$ cat src/rtl/memory_read_arbiter.sv
// Round-robin arbiter folding NCHANNELS one-deep read request slots onto a single downstream
// read engine, with a cont-lock that keeps merged transfers on the channel that started them.
module memory_read_arbiter #(
  parameter int unsigned NCHANNELS  = 4,
  parameter int unsigned ADDR_WIDTH = 32,
  parameter int unsigned LEN_WIDTH  = 16,
  localparam int unsigned CH_WIDTH  = (NCHANNELS > 1) ? $clog2(NCHANNELS) : 1
) (
  input  logic                            clock,
  input  logic                            reset,
  input  logic [NCHANNELS*ADDR_WIDTH-1:0] m_addr,
  input  logic [NCHANNELS*LEN_WIDTH-1:0]  m_len,
  input  logic [NCHANNELS-1:0]            m_start,
  input  logic [NCHANNELS-1:0]            m_cont,
  output logic [NCHANNELS-1:0]            m_busy,
  output logic [NCHANNELS-1:0]            m_done,
  output logic [NCHANNELS-1:0]            m_error,
  output logic [ADDR_WIDTH-1:0]           s_addr,
  output logic [LEN_WIDTH-1:0]            s_len,
  output logic                            s_start,
  output logic                            s_cont,
  input  logic                            s_busy,
  input  logic                            s_done,
  input  logic                            s_error,
  output logic [CH_WIDTH-1:0]             grant_id,
  output logic                            locked
);
  localparam int unsigned CW1 = CH_WIDTH + 1;

  typedef enum logic [1:0] {IDLE, ISSUE, WAIT} state_e;

  state_e                                 state_q, state_d;
  logic [NCHANNELS-1:0]                   pending_q, pending_d;
  logic [NCHANNELS-1:0][ADDR_WIDTH-1:0]   slot_addr_q, slot_addr_d;
  logic [NCHANNELS-1:0][LEN_WIDTH-1:0]    slot_len_q, slot_len_d;
  logic [NCHANNELS-1:0]                   slot_cont_q, slot_cont_d;
  logic [CH_WIDTH-1:0]                    rr_q, rr_d;
  logic [CH_WIDTH-1:0]                    grant_q, grant_d;
  logic [CH_WIDTH-1:0]                    lock_ch_q, lock_ch_d;
  logic                                   lock_q, lock_d;
  logic [ADDR_WIDTH-1:0]                  s_addr_q, s_addr_d;
  logic [LEN_WIDTH-1:0]                   s_len_q, s_len_d;
  logic                                   s_cont_q, s_cont_d;
  logic [NCHANNELS-1:0]                   busy_q, busy_d;
  logic [NCHANNELS-1:0]                   done_q, done_d;
  logic [NCHANNELS-1:0]                   err_q, err_d;

  logic [NCHANNELS-1:0]                   lock_mask;
  logic [NCHANNELS-1:0]                   eligible;
  logic                                   found;
  logic [CH_WIDTH-1:0]                    pick;
  logic [CW1-1:0]                         idx;

  // First eligible channel at or after the round-robin pointer, wrapping
  always_comb begin
    lock_mask            = '0;
    lock_mask[lock_ch_q] = 1'b1;
    eligible             = lock_q ? (pending_q & lock_mask) : pending_q;
    found                = 1'b0;
    pick                 = '0;
    idx                  = '0;
    for (int unsigned k = 0; k < NCHANNELS; k++) begin
      idx = CW1'(rr_q) + CW1'(k);
      if (idx >= CW1'(NCHANNELS)) idx = idx - CW1'(NCHANNELS);
      if (!found && eligible[idx[CH_WIDTH-1:0]]) begin
        found = 1'b1;
        pick  = idx[CH_WIDTH-1:0];
      end
    end
  end

  // Request capture, grant FSM and completion routing
  always_comb begin
    state_d     = state_q;
    pending_d   = pending_q;
    slot_addr_d = slot_addr_q;
    slot_len_d  = slot_len_q;
    slot_cont_d = slot_cont_q;
    rr_d        = rr_q;
    grant_d     = grant_q;
    lock_d      = lock_q;
    lock_ch_d   = lock_ch_q;
    s_addr_d    = s_addr_q;
    s_len_d     = s_len_q;
    s_cont_d    = s_cont_q;
    done_d      = '0;
    err_d       = '0;
    busy_d      = '0;

    for (int unsigned i = 0; i < NCHANNELS; i++) begin
      if (m_start[i] && !busy_q[i]) begin
        pending_d[i]   = 1'b1;
        slot_addr_d[i] = m_addr[i*ADDR_WIDTH +: ADDR_WIDTH];
        slot_len_d[i]  = m_len[i*LEN_WIDTH +: LEN_WIDTH];
        slot_cont_d[i] = m_cont[i];
      end
    end

    case (state_q)
      IDLE: begin
        if (found) begin
          grant_d  = pick;
          s_addr_d = slot_addr_q[pick];
          s_len_d  = slot_len_q[pick];
          s_cont_d = slot_cont_q[pick];
          state_d  = ISSUE;
        end
      end
      ISSUE: begin
        if (!s_busy) begin
          pending_d[grant_q] = 1'b0;
          state_d            = WAIT;
        end
      end
      WAIT: begin
        if (s_done) begin
          done_d[grant_q] = 1'b1;
          err_d[grant_q]  = s_error;
          rr_d            = (grant_q == CH_WIDTH'(NCHANNELS - 1)) ? '0 : grant_q + CH_WIDTH'(1);
          lock_d          = s_cont_q;
          lock_ch_d       = grant_q;
          state_d         = IDLE;
        end
      end
      default: state_d = IDLE;
    endcase

    // Busy covers the queued slot and the channel owning the in-flight transfer
    for (int unsigned i = 0; i < NCHANNELS; i++) begin
      busy_d[i] = pending_d[i] | ((state_d != IDLE) && (grant_d == CH_WIDTH'(i)));
    end
  end

  always_ff @(posedge clock) begin
    if (reset) begin
      state_q     <= IDLE;
      pending_q   <= '0;
      slot_addr_q <= '0;
      slot_len_q  <= '0;
      slot_cont_q <= '0;
      rr_q        <= '0;
      grant_q     <= '0;
      lock_q      <= 1'b0;
      lock_ch_q   <= '0;
      s_addr_q    <= '0;
      s_len_q     <= '0;
      s_cont_q    <= 1'b0;
      busy_q      <= '0;
      done_q      <= '0;
      err_q       <= '0;
    end else begin
      state_q     <= state_d;
      pending_q   <= pending_d;
      slot_addr_q <= slot_addr_d;
      slot_len_q  <= slot_len_d;
      slot_cont_q <= slot_cont_d;
      rr_q        <= rr_d;
      grant_q     <= grant_d;
      lock_q      <= lock_d;
      lock_ch_q   <= lock_ch_d;
      s_addr_q    <= s_addr_d;
      s_len_q     <= s_len_d;
      s_cont_q    <= s_cont_d;
      busy_q      <= busy_d;
      done_q      <= done_d;
      err_q       <= err_d;
    end
  end

  // The strobe is the ISSUE-state handshake with the engine, so it follows s_busy directly
  assign s_start  = (state_q == ISSUE) && !s_busy;
  assign m_busy   = busy_q;
  assign m_done   = done_q;
  assign m_error  = err_q;
  assign s_addr   = s_addr_q;
  assign s_len    = s_len_q;
  assign s_cont   = s_cont_q;
  assign grant_id = grant_q;
  assign locked   = lock_q;

endmodule

$ cat config.mk
export PLATFORM = sky130hd
export DESIGN_NAME = memory_read_arbiter
export DESIGN_NICKNAME = d
export VERILOG_FILES = /design/src/rtl/memory_read_arbiter.sv
export SDC_FILE = /design/constraint.sdc
export NUM_CORES = 1
export LEC_CHECK = 0
export CELL_PAD_IN_SITES_DETAIL_PLACEMENT = 1
export CELL_PAD_IN_SITES_GLOBAL_PLACEMENT = 2
export CORE_MARGIN = 2
export CORE_UTILIZATION = 29
export CTS_BUF_LIST = sky130_fd_sc_hd__clkbuf_4
export DETAILED_ROUTE_END_ITERATION = 12
export HOLD_SLACK_MARGIN = 0.08
export PLACE_DENSITY_LB_ADDON = 0.15
export SLEW_MARGIN = 15
export SYNTH_ARGS = -nofsm -noshare
export SYNTH_HDL_FRONTEND = slang
export SYNTH_SLANG_ARGS = --single-unit
$ cat constraint.sdc
create_clock -name clock -period 3.1 [get_ports clock]
set_clock_uncertainty 0.1 [all_clocks]
set_input_delay 0.93 -clock clock [delete_from_list [all_inputs] [get_ports clock]]
set_output_delay 0.93 -clock clock [all_outputs]
set_load 0.05 [all_outputs]
==> impl_table.tex, run 1 <==
\begin{tabular}{lr}
\hline
Metric & Value \\
\hline
\multicolumn{2}{l}{\textbf{Logic synthesis}} \\
\quad Number of enable-type register cells in the synthesized netlist & 0 \\
\quad Number of distinct library cells after synthesis & 46 \\
\quad Yosys Warn Count & 0 \\
\quad Count of state elements after synthesis & 270 \\
\quad Syn avg cell area & 7.84 sq um \\
\quad Register area share after synthesis & 47.8\% \\
\quad Post-synth net total & 1,653 \\
\quad Synthesized instance count & 1,444 \\
\quad Area of the mapped netlist & 11,300 sq um \\
\quad Share of flip-flops with an asynchronous set or reset after synthesis & 0\% \\
\quad Primary flip-flop cell chosen by synthesis mapping & sky130\_fd\_sc\_hd\_\_dfxtp\_1 \\
\multicolumn{2}{l}{\textbf{GRT}} \\
\quad Number of antenna violations at the first check in global routing & 5 \\
\quad Total global routing track utilization & 22.4\% \\
\quad Largest net degree at the start of global routing & 88 \\
\quad Remaining global-route overflow & 0 \\
\quad Global-route wire length before repair & 70,000 um \\
\quad Vias in the first global route & 12,000 \\
\multicolumn{2}{l}{\textbf{Setup path}} \\
\quad Worst-path cell chain & clkdlybuf4s50\_1 \\
\quad Buf/Inv on CP & 1 \\
\quad Family with the most delay on the worst path & buffers and inverters \\
\quad Biggest fanout along the worst timing path & 3 \\
\quad Arrival time at the worst endpoint & 1970 ps \\
\quad Cell with the largest stage delay on the worst path & sky130\_fd\_sc\_hd\_\_clkdlybuf4s50\_1 \\
\quad Number of logic stages on the critical path including buffering & 1 \\
\quad Max incr delay on CP & roughly 850 ps \\
\quad Worst Path Class, Setup & flip-flop to primary output \\
\quad Endpoint class of the critical path & primary output \\
\quad Number of cells on the worst reg-to-reg path & 11 \\
\quad Required @ worst endpoint & around 2100 ps \\
\quad Worst Setup Start Kind & flip-flop \\
\multicolumn{2}{l}{\textbf{STA}} \\
\quad Post-layout min period & 3000 ps \\
\quad Worst Slack Setup Final & 99.4 ps \\
\quad Final hold violations & 0 \\
\quad Max-slew violation count & 0 \\
\quad Worst-Margin Slew & 677 ps \\
\quad Relative max-transition margin & 54.9\% \\
\quad Post-route worst hold slack & $\sim$350 ps \\
\quad Final worst path period share & 96.8\% \\
\quad Highest attainable clock frequency & 333 MHz \\
\quad Setup-violating endpoint count in the final report & 0 \\
\multicolumn{2}{l}{\textbf{Clock tree}} \\
\quad Clock transition at the registers of the reported paths & 60 ps \\
\quad CTS Buffer Depth & 3 \\
\quad Clock latency reported for the late side of the worst-skew pair & 730 ps \\
\quad Root buf cell & sky130\_fd\_sc\_hd\_\_clkbuf\_4 \\
\quad Sinks on the clock net & 270 \\
\quad CTS buffer count & 81 \\
\quad CTS Hold Buffers Added & 0 \\
\quad Number of H-tree branching levels & 3 \\
\quad Clock tree from TritonCTS & done \\
\multicolumn{2}{l}{\textbf{Placement}} \\
\quad DP HPWL & 33,300 um \\
\quad Gp weighted congestion & 0.831 \\
\quad Minimum setup slack after placement & -190 ps \\
\quad Count of buffers inserted at the top-level ports & 269 \\
\quad Dpl cells & between 2,000 and 2,500 \\
\multicolumn{2}{l}{\textbf{Die}} \\
\quad Top-Level Pins & 270 \\
\quad Standard cell core area & 38,600 sq um \\
\quad Die Area & 40,600 sq um \\
\quad Site row count & 72 \\
\quad Die Y-Extent & just over 200 um \\
\quad Initial Util & 29.3\% \\
\quad Die width & 202 um \\
\multicolumn{2}{l}{\textbf{Drt}} \\
\quad Routed vias & 11,400 \\
\quad Post-DRT Antenna Nets & 0 \\
\quad Vias per inst & 5.01 \\
\quad Post-detailed-route wirelength per cell & 20.7 um \\
\quad DRC violation count after routing & 0 \\
\quad 1st-iter DRT viols & 423 \\
\quad Wire length after detailed routing & 47,300 um \\
\quad Number of search-and-repair iterations in the first detailed-routing pass & 4 \\
\multicolumn{2}{l}{\textbf{Finish}} \\
\quad Fill cell count & 4,683 \\
\quad Layout Cells excl Fill & 2,284 \\
\quad Share of layout cells above drive strength 1 & 12.2\% \\
\quad Fin nets & between 1,500 and 2,000 \\
\quad Final standard cell utilization of the core & 41.3\% \\
\quad Layout overhead on the synthesized area & 40.7\% \\
\multicolumn{2}{l}{\textbf{Power and ir drop}} \\
\quad Power density cells & 709 nW/um\^{}2 \\
\quad Maximum vdd drop & 248 uV \\
\quad Leakage power summed over all cells & 5.82 nW \\
\multicolumn{2}{l}{\textbf{Min path}} \\
\quad Number of cells traversed by the worst hold path & 2 \\
\quad Min-Delay Path Class & flip-flop to flip-flop \\
\multicolumn{2}{l}{\textbf{Outcome}} \\
\quad Status & complete, no violations \\
\multicolumn{2}{l}{\textbf{Run}} \\
\quad Number of maximum-capacitance constraint violations & 0 \\
\hline
\end{tabular}
-- registers in the layout (all words and copies together), names as in the netlist, 4 cells and up --
name,flops
slot_len_q,64
m_error,4
m_done,4
m_busy,4
slot_cont_q,4
s_len,16
slot_addr_q,128
pending_q,4
s_addr,32
-- worst paths after layout --
path	end	slack, ps	from
worst min-delay path	slot_len_q[45]$_SDFFE_PP0P_	350	slot_len_q[45]$_SDFFE_PP0P_
worst min register to register	slot_len_q[45]$_SDFFE_PP0P_	350	slot_len_q[45]$_SDFFE_PP0P_
worst max register to register	s_addr[8]$_SDFFE_PP0P_	100	lock_ch_q[0]$_SDFFE_PP0P_
worst max-delay path	m_busy[0]	100	m_busy[0]$_SDFF_PP0_
-- timing repair --
| item | in CTS | in global routing |
|---|---|---|
| resized for setup | 16 | 28 |
| gates cloned | 0 | 4 |
| buffers inserted | 2 | 5 |
| endpoints found under the setup margin | 19 | 38 |
| pin swaps | 1 | 1 |
-- synthesized netlist by cell type, drive strengths merged (2+ instances only) --
master / n / share of area [%]
nand4bb: 3 / 0.30
nor3: 3 / 0.13
inv: 7 / 0.23
ha: 4 / 0.44
a31oi: 56 / 3.1
o21ai: 29 / 1.3
a2111oi: 2 / 0.49
and3: 32 / 1.8
nand4b: 3 / 0.23
a311o: 21 / 1.9
o211ai: 4 / 0.35
mux2i: 6 / 0.53
and2: 6 / 0.33
buf: 40 / 1.9
a21oi: 224 / 9.9
nand2b: 4 / 0.22
nand2: 488 / 16
a221oi: 22 / 1.7
a211oi: 3 / 0.20
dfxtp: 270 / 48
o21bai: 2 / 0.13
nor2b: 5 / 0.28
nor3b: 5 / 0.33
nor2: 18 / 0.60
a21boi: 50 / 3.3
and4: 28 / 2.2
a21o: 3 / 0.20
nand3: 2 / 0.088
clkbuf: 93 / 3.1
-- cells by family after synthesis --
group                    after synthesis  synth area share, %
buffers and inverters                140                 5.17
multiplexers                           7                0.630
AND/OR/NAND/NOR                      602                 23.0
AO/OA/AOI/OAI                        421                 23.0
adder cells (fa/ha/maj)                4                0.442
flip-flops                           270                 47.8
-- routing by layer --
metal | GRT usage (%) | vias to the layer above | wire (um)
met5 | 0 | - | 30
met4 | 8.85 | 4 | 1250
met3 | 5.36 | 76 | 2530
met2 | 40.7 | 286 | 24400
met1 | 25.3 | 5515 | 19100
li1 | - | 5567 | -
-- per-stage QoR --
stage	total power (W)	TNS, ps	area (sq um)
global route	0.0120	-7.28	15900
detailed placement	0.00801	-1520	14700
CTS	0.0112	0	15700
floorplan	0.00639	0	11300
finish	0.0113	0	15900
global placement	0.00795	-831	14700
-- layout by cell type, fill, tap and decap left out, types with 6 or more instances in the layout --
cell and n:
sky130_fd_sc_hd__a21boi_0 50, sky130_fd_sc_hd__a21oi_1 223, sky130_fd_sc_hd__a221oi_1 22, sky130_fd_sc_hd__a311o_1 21, sky130_fd_sc_hd__a31oi_1 42, sky130_fd_sc_hd__a31oi_4 11, sky130_fd_sc_hd__and3_1 32, sky130_fd_sc_hd__and4_1 28
sky130_fd_sc_hd__buf_12 13, sky130_fd_sc_hd__buf_4 43, sky130_fd_sc_hd__buf_6 6, sky130_fd_sc_hd__clkbuf_4 108, sky130_fd_sc_hd__clkdlybuf4s50_1 263, sky130_fd_sc_hd__clkinv_1 10, sky130_fd_sc_hd__dfxtp_1 269, sky130_fd_sc_hd__inv_1 7
sky130_fd_sc_hd__mux2i_1 6, sky130_fd_sc_hd__nand2_1 487, sky130_fd_sc_hd__nor2_1 18, sky130_fd_sc_hd__o21ai_0 7, sky130_fd_sc_hd__o21ai_1 20
-- cell type report --
class	instances	area (sq um)	area share, %
antenna	1	2.50	0.0157
clock buffer	108	811	5.09
tap	518	648	4.07
clock inverter	13	48.8	0.307
inverter	7	26.3	0.165
multi-input combinational	1035	5600	35.2
timing repair buffer	332	3370	21.2
sequential	270	5410	34.0
-- report_power, final --
part           leakage [nW]  total (W)  internal (W)  switching, W
sequential             2.21    0.00420       0.00388      0.000315
combinational          3.09    0.00399       0.00147       0.00252
clock                 0.525    0.00310       0.00158       0.00153
No activity file was read; power rests on OpenSTA's default activity.
==> run 2: changes to the inputs <==
Settings changed: MAX_ROUTING_LAYER from default to met4.
==> impl_table.tex, run 2 (same netlist as run 1, synthesis figures left out) <==
\begin{tabular}{lr}
\hline
Metric & Value \\
\hline
\multicolumn{2}{l}{\textbf{Outcome}} \\
\quad Status & complete, no violations (unchanged) \\
\multicolumn{2}{l}{\textbf{STA}} \\
\quad Setup total negative slack & 0 ps (unchanged) \\
\quad Final hold violations & 0 (unchanged) \\
\quad Highest attainable clock frequency & 331 MHz (was 333 MHz) \\
\quad Relative max-transition margin & 55.2\% (was 54.9\%) \\
\quad Setup-violating endpoint count in the final report & 0 (unchanged) \\
\quad Final worst path period share & 97.4\% (was 96.8\%) \\
\quad Post-layout min period & 3020 ps (was 3000 ps) \\
\quad Worst-Margin Slew & 673 ps (was 677 ps) \\
\quad Max-slew violation count & 0 (unchanged) \\
\quad Post-route worst hold slack & 352 ps (about the same) \\
\multicolumn{2}{l}{\textbf{Finish}} \\
\quad Sequential cell area & 5410 sq um (unchanged) \\
\quad Commonest cells after routing, fill and taps aside & 487 x sky130\_fd\_sc\_hd\_\_nand2\_1, 269 x sky130\_fd\_sc\_hd\_\_dfxtp\_1, 263 x sky130\_fd\_sc\_hd\_\_clkdlybuf4s50\_1, 223 x sky130\_fd\_sc\_hd\_\_a21oi\_1, 108 x sky130\_fd\_sc\_hd\_\_clkbuf\_4 (unchanged) \\
\quad Most common library cell in the layout ignoring fill and taps & sky130\_fd\_sc\_hd\_\_nand2\_1 (unchanged) \\
\quad Fin nets & 1,936 (unchanged) \\
\quad Multi-input logic area & 5600 sq um (unchanged) \\
\quad Layout overhead on the synthesized area & 40.8\% (was 40.7\%) \\
\quad Register ranked first by flip-flop count & slot\_addr\_q (unchanged) \\
\quad Largest register FFs & 128 (unchanged) \\
\quad Fill cell count & 4,686 (was 4,683) \\
\quad Share of layout cells above drive strength 1 & 12.2\% (unchanged) \\
\multicolumn{2}{l}{\textbf{Die}} \\
\quad Site row count & 72 (unchanged) \\
\quad Standard cell core area & 38,600 sq um (unchanged) \\
\quad Die width & 202 um (unchanged) \\
\quad Initial Util & 29.3\% (unchanged) \\
\quad Top-Level Pins & 270 (unchanged) \\
\quad Die Area & 40,600 sq um (unchanged) \\
\quad Die Y-Extent & 202 um (unchanged) \\
\multicolumn{2}{l}{\textbf{GRT}} \\
\quad Largest net degree at the start of global routing & 88 (unchanged) \\
\quad Global-route wire length before repair & 70,000 um (about the same) \\
\quad Total global routing track utilization & 23.1\% (was 22.4\%) \\
\quad Vias in the first global route & 12,000 (about the same) \\
\quad Remaining global-route overflow & 0 (unchanged) \\
\quad Number of antenna violations at the first check in global routing & 5 (unchanged) \\
\multicolumn{2}{l}{\textbf{Setup path}} \\
\quad Biggest fanout along the worst timing path & 28 (was 3) \\
\quad Family with the most delay on the worst path & compound AO/OA/AOI/OAI gates (was buffers and inverters) \\
\quad Buf/Inv on CP & 4 (was 1) \\
\quad Worst-path cell chain & or4b\_1 > o211ai\_2 > nor4\_2 > buf\_4 > a2111oi\_4 > buf\_4 > clkbuf\_16 > nand2\_2 > buf\_6 > a31oi\_1 > a31oi\_1 (was clkdlybuf4s50\_1) \\
\quad Worst Setup Start Kind & flip-flop (unchanged) \\
\quad Required @ worst endpoint & 3570 ps (was 2070 ps) \\
\quad Endpoint class of the critical path & flip-flop (was primary output) \\
\quad Worst Path Class, Setup & flip-flop to flip-flop (was flip-flop to primary output) \\
\quad Max incr delay on CP & 550 ps (was 850 ps) \\
\quad Arrival time at the worst endpoint & 3490 ps (was 1970 ps) \\
\quad Cell with the largest stage delay on the worst path & sky130\_fd\_sc\_hd\_\_or4b\_1 (was sky130\_fd\_sc\_hd\_\_clkdlybuf4s50\_1) \\
\multicolumn{2}{l}{\textbf{Drt}} \\
\quad Routed vias & 11,500 (was 11,400) \\
\quad Post-detailed-route wirelength per cell & 20.7 um (about the same) \\
\quad Vias per inst & 5.01 (about the same) \\
\quad 1st-iter DRT viols & 430 (was 423) \\
\quad DRC violation count after routing & 0 (unchanged) \\
\quad Number of search-and-repair iterations in the first detailed-routing pass & 4 (unchanged) \\
\quad Post-DRT Antenna Nets & 0 (unchanged) \\
\quad Wire length after detailed routing & 47,400 um (was 47,300 um) \\
\multicolumn{2}{l}{\textbf{Clock tree}} \\
\quad Clock transition at the registers of the reported paths & 60 ps (about the same) \\
\quad Number of H-tree branching levels & 3 (unchanged) \\
\quad Sinks on the clock net & 270 (unchanged) \\
\quad CTS Buffer Depth & 3 (unchanged) \\
\quad Root buf cell & sky130\_fd\_sc\_hd\_\_clkbuf\_4 (unchanged) \\
\quad CTS buffer count & 81 (unchanged) \\
\quad Clock tree from TritonCTS & done (unchanged) \\
\quad Clock latency reported for the late side of the worst-skew pair & 730 ps (about the same) \\
\multicolumn{2}{l}{\textbf{Min path}} \\
\quad Min-Delay Path Class & flip-flop to flip-flop (unchanged) \\
\multicolumn{2}{l}{\textbf{Power and ir drop}} \\
\quad Maximum vdd drop & 249 uV (was 248 uV) \\
\quad Leakage power summed over all cells & 5.82 nW (about the same) \\
\quad Power density cells & 710 nW/um\^{}2 (was 709 nW/um\^{}2) \\
\multicolumn{2}{l}{\textbf{Run}} \\
\quad Number of maximum-capacitance constraint violations & 0 (unchanged) \\
\multicolumn{2}{l}{\textbf{Placement}} \\
\quad Count of buffers inserted at the top-level ports & 269 (unchanged) \\
\quad Gp weighted congestion & 0.845 (was 0.831) \\
\quad DP HPWL & 33,300 um (unchanged) \\
\hline
\end{tabular}
[run 2: cell types whose count changed in the layout (fill, tap and decap cells not counted)]
| cell | delta |
|---|---|
| sky130_fd_sc_hd__diode_2 | +3 |
[run 2: metrics by stage]
stage               cell area (sq um)  util, %  worst slack, ps  std cells  total power (W)
floorplan                       11300        -              396       1444          0.00639
global placement                14700     38.2             -123       2152          0.00795
detailed placement              14700     38.2             -190       2152          0.00801
CTS                             15700     40.7             10.7       2275           0.0112
global route                    15900     41.3            -3.96       2287           0.0120
finish                          15900     41.3             81.6       2287           0.0113
[run 2: layer usage]
layer | vias up | global-route usage [%] | share of wire, %
met2 | 275 | 40.6 | 52
met5 | - | - | 0
met4 | 0 | 8.85 | 2.6
met3 | 70 | 5.25 | 5.0
li1 | 5570 | - | -
met1 | 5542 | 25.4 | 41
[run 2: final timing paths]
path	startpoint	endpoint	slack (ps)	cells after the start
setup / recovery	lock_ch_q[0]$_SDFFE_PP0P_	s_addr[8]$_SDFFE_PP0P_	80	11
hold reg to reg	slot_len_q[45]$_SDFFE_PP0P_	slot_len_q[45]$_SDFFE_PP0P_	350	2
setup reg to reg	lock_ch_q[0]$_SDFFE_PP0P_	s_addr[8]$_SDFFE_PP0P_	80	11
hold / removal	slot_len_q[45]$_SDFFE_PP0P_	slot_len_q[45]$_SDFFE_PP0P_	350	2
[run 2: layout make-up]
type | count | area share, %
Clock inverter | 13 | 0.306
Sequential cell | 270 | 34.0
Multi-Input combinational cell | 1035 | 35.2
Timing Repair Buffer | 332 | 21.2
Clock buffer | 108 | 5.09
Antenna cell | 4 | 0.0628
Inverter | 7 | 0.165
Tap cell | 518 | 4.07
[run 2: where the power goes]
part	switching [W]	internal (W)
registers	0.000317	0.00388
clock network	0.00153	0.00158
logic	0.00253	0.00147
total	0.00438	0.00693
[run 2: what timing repair did]
action                                  in CTS  in global routing
buffers inserted                             2                  5
pin swaps                                    1                  1
resized for setup                           16                 28
cloned                                       0                  4
hold buffers                                 0                  0
endpoints found under the setup margin      19                 39
[run 2: tightest hold or removal path: stages, from the launching register on]
cell,delay [ps]
sky130_fd_sc_hd__dfxtp_1,300
sky130_fd_sc_hd__nand2_1,50
sky130_fd_sc_hd__a21oi_1,50
==> run 3: changes to the inputs <==
Settings changed: SKIP_CTS_REPAIR_TIMING from default to 1, SLEW_MARGIN 15 to 10.
==> impl_table.tex, run 3 (same netlist as run 1, synthesis figures left out) <==
\begin{tabular}{lr}
\hline
Metric & Value \\
\hline
\multicolumn{2}{l}{\textbf{Drt}} \\
\quad Post-DRT Antenna Nets & 0 (unchanged) \\
\quad 1st-iter DRT viols & 427 (was 430) \\
\quad Post-detailed-route wirelength per cell & 20.4 um (was 20.7 um) \\
\quad DRC violation count after routing & 0 (unchanged) \\
\quad Wire length after detailed routing & 46,800 um (was 47,400 um) \\
\quad Routed vias & 11,400 (was 11,500) \\
\quad Number of search-and-repair iterations in the first detailed-routing pass & 5 (was 4) \\
\quad Vias per inst & 4.97 (was 5.01) \\
\multicolumn{2}{l}{\textbf{Die}} \\
\quad Standard cell core area & 38,600 sq um (unchanged) \\
\quad Site row count & 72 (unchanged) \\
\quad Die width & 202 um (unchanged) \\
\quad Top-Level Pins & 270 (unchanged) \\
\quad Die Y-Extent & 202 um (unchanged) \\
\quad Initial Util & 29.3\% (unchanged) \\
\quad Die Area & 40,600 sq um (unchanged) \\
\multicolumn{2}{l}{\textbf{Finish}} \\
\quad Share of layout cells above drive strength 1 & 12.1\% (was 12.2\%) \\
\quad Commonest cells after routing, fill and taps aside & 487 x sky130\_fd\_sc\_hd\_\_nand2\_1, 267 x sky130\_fd\_sc\_hd\_\_dfxtp\_1, 263 x sky130\_fd\_sc\_hd\_\_clkdlybuf4s50\_1, 223 x sky130\_fd\_sc\_hd\_\_a21oi\_1, 108 x sky130\_fd\_sc\_hd\_\_clkbuf\_4 (was 487 x sky130\_fd\_sc\_hd\_\_nand2\_1, 269 x sky130\_fd\_sc\_hd\_\_dfxtp\_1, 263 x sky130\_fd\_sc\_hd\_\_clkdlybuf4s50\_1, 223 x sky130\_fd\_sc\_hd\_\_a21oi\_1, 108 x sky130\_fd\_sc\_hd\_\_clkbuf\_4) \\
\quad Most common library cell in the layout ignoring fill and taps & sky130\_fd\_sc\_hd\_\_nand2\_1 (unchanged) \\
\quad Register ranked first by flip-flop count & slot\_addr\_q (unchanged) \\
\quad Area of all placed cells without fillers & 15,900 sq um (about the same) \\
\quad Fill cell count & 4,679 (was 4,686) \\
\quad Fin nets & 1,937 (was 1,936) \\
\quad Layout overhead on the synthesized area & 40.5\% (was 40.8\%) \\
\quad Largest register FFs & 128 (unchanged) \\
\quad Final standard cell utilization of the core & 41.2\% (was 41.3\%) \\
\multicolumn{2}{l}{\textbf{Placement}} \\
\quad Count of buffers inserted at the top-level ports & 269 (unchanged) \\
\quad Minimum setup slack after placement & -190 ps (unchanged) \\
\quad Gp weighted congestion & 0.845 (unchanged) \\
\quad DP HPWL & 33,300 um (unchanged) \\
\quad Cell area after placement & 14,700 sq um (unchanged) \\
\multicolumn{2}{l}{\textbf{Power and ir drop}} \\
\quad Leakage power summed over all cells & 5.87 nW (was 5.82 nW) \\
\quad Fraction of power consumed by the clock network & 27.5\% (about the same) \\
\quad Cell internal pwr & 0.00693 W (about the same) \\
\quad Power density cells & 707 nW/um\^{}2 (was 710 nW/um\^{}2) \\
\quad Switching part of the total & 38.3\% (was 38.7\%) \\
\quad Comb pwr share & 35.1\% (was 35.4\%) \\
\quad Switching Power & 0.00430 W (was 0.00438 W) \\
\quad Proportion of power drawn by flip-flops and latches & 37.3\% (was 37.1\%) \\
\quad Maximum vdd drop & 215 uV (was 249 uV) \\
\multicolumn{2}{l}{\textbf{GRT}} \\
\quad Largest net degree at the start of global routing & 88 (unchanged) \\
\quad Total global routing track utilization & 23.1\% (about the same) \\
\quad Number of antenna violations at the first check in global routing & 5 (unchanged) \\
\quad Vias in the first global route & 12,000 (about the same) \\
\quad Global-route wire length before repair & 69,900 um (was 70,000 um) \\
\quad Remaining global-route overflow & 0 (unchanged) \\
\multicolumn{2}{l}{\textbf{Clock tree}} \\
\quad Root buf cell & sky130\_fd\_sc\_hd\_\_clkbuf\_4 (unchanged) \\
\quad Clock tree from TritonCTS & done (unchanged) \\
\quad Sinks on the clock net & 270 (unchanged) \\
\quad Clock transition at the registers of the reported paths & 60 ps (about the same) \\
\quad Clock latency reported for the late side of the worst-skew pair & 720 ps (was 730 ps) \\
\quad CTS Buffer Depth & 3 (unchanged) \\
\quad Number of H-tree branching levels & 3 (unchanged) \\
\quad CTS buffer count & 81 (unchanged) \\
\multicolumn{2}{l}{\textbf{Setup path}} \\
\quad Max incr delay on CP & 540 ps (was 550 ps) \\
\quad Cell with the largest stage delay on the worst path & sky130\_fd\_sc\_hd\_\_or4b\_4 (was sky130\_fd\_sc\_hd\_\_or4b\_1) \\
\quad Most common cell on crit path & sky130\_fd\_sc\_hd\_\_buf\_4 \\
\quad Family with the most delay on the worst path & compound AO/OA/AOI/OAI gates (unchanged) \\
\quad Biggest fanout along the worst timing path & 28 (unchanged) \\
\quad Worst Path Class, Setup & flip-flop to flip-flop (unchanged) \\
\quad Arrival time at the worst endpoint & 3510 ps (was 3490 ps) \\
\quad Worst-path cell chain & or4b\_4 > o211ai\_4 > nor4\_1 > buf\_4 > a2111oi\_4 > clkbuf\_16 > nand2\_2 > buf\_4 > a31oi\_2 > a31oi\_1 (was or4b\_1 > o211ai\_2 > nor4\_2 > buf\_4 > a2111oi\_4 > buf\_4 > clkbuf\_16 > nand2\_2 > buf\_6 > a31oi\_1 > a31oi\_1) \\
\quad Buf/Inv on CP & 3 (was 4) \\
\quad Required @ worst endpoint & 3570 ps (about the same) \\
\quad Endpoint class of the critical path & flip-flop (unchanged) \\
\quad Worst Setup Start Kind & flip-flop (unchanged) \\
\multicolumn{2}{l}{\textbf{STA}} \\
\quad Final worst path period share & 98.0\% (was 97.4\%) \\
\quad Setup-violating endpoint count in the final report & 0 (unchanged) \\
\quad Relative max-transition margin & 56.4\% (was 55.2\%) \\
\quad RSZ-0062 raised after global routing & true \\
\quad Worst Slack Setup Final & 61.9 ps (was 81.6 ps) \\
\quad Worst-Margin Slew & 654 ps (was 673 ps) \\
\quad Max-slew violation count & 0 (unchanged) \\
\quad Final hold violations & 0 (unchanged) \\
\quad Post-layout min period & 3040 ps (was 3020 ps) \\
\quad Highest attainable clock frequency & 329 MHz (was 331 MHz) \\
\multicolumn{2}{l}{\textbf{Min path}} \\
\quad Min-Delay Path Class & flip-flop to flip-flop (unchanged) \\
\multicolumn{2}{l}{\textbf{Outcome}} \\
\quad Status & complete, no violations (unchanged) \\
\multicolumn{2}{l}{\textbf{Run}} \\
\quad Number of maximum-capacitance constraint violations & 0 (unchanged) \\
\hline
\end{tabular}
-- run 3: metal layers --
| layer | share of wire, % | routed length [um] | up-vias | track usage, % |
|---|---|---|---|---|
| met2 | 52 | 24300 | 271 | 40.1 |
| met3 | 5.2 | 2440 | 59 | 5.28 |
| met1 | 41 | 19000 | 5476 | 25.3 |
| met4 | 2.1 | 966 | 0 | 9.82 |
| li1 | - | - | 5574 | - |
| met5 | 0 | 0 | - | - |
-- run 3: through the flow --
step | power [W] | setup TNS [ps] | std cells | hold WS, ps
floorplan | 0.00639 | 0 | 1444 | 332
global placement | 0.00795 | -831 | 2152 | 338
detailed placement | 0.00801 | -1520 | 2152 | 346
CTS | 0.0112 | -2190 | 2273 | 355
global route | 0.0119 | -193 | 2288 | 370
finish | 0.0112 | 0 | 2288 | 352
-- run 3: power by group through the flow --
| stage | logic, W | clock network, W | registers [W] |
|---|---|---|---|
| after floorplan | 0.00178 | 0 | 0.00461 |
| after global placement | 0.00368 | 0 | 0.00426 |
| after detailed placement | 0.00374 | 0 | 0.00427 |
| after CTS | 0.00376 | 0.00323 | 0.00419 |
| after global routing | 0.00426 | 0.00342 | 0.00424 |
| final | 0.00395 | 0.00310 | 0.00419 |
-- run 3: worst min-delay path: stages (launching register included) --
cell and delay (ps):
sky130_fd_sc_hd__dfxtp_1 300, sky130_fd_sc_hd__nand2_1 50, sky130_fd_sc_hd__a21oi_1 50
-- run 3: worst paths after layout --
check	from	to	slack, ps	depth (start not counted)
worst max register to register	lock_ch_q[0]$_SDFFE_PP0P_	s_addr[30]$_SDFFE_PP0P_	60	10
worst min register to register	slot_len_q[45]$_SDFFE_PP0P_	slot_len_q[45]$_SDFFE_PP0P_	350	2
worst min-delay path	slot_len_q[45]$_SDFFE_PP0P_	slot_len_q[45]$_SDFFE_PP0P_	350	2
worst max-delay path	lock_ch_q[0]$_SDFFE_PP0P_	s_addr[30]$_SDFFE_PP0P_	60	10
-- run 3: layout make-up --
class	instances	area, sq um	share of cell area [%]
Sequential cell	270	5410	34.0
Tap cell	518	648	4.08
Antenna cell	4	10.0	0.0630
Inverter	7	26.3	0.165
Clock inverter	13	48.8	0.307
Timing Repair Buffer	334	3390	21.4
Clock buffer	108	811	5.10
Multi-Input combinational cell	1034	5550	34.9
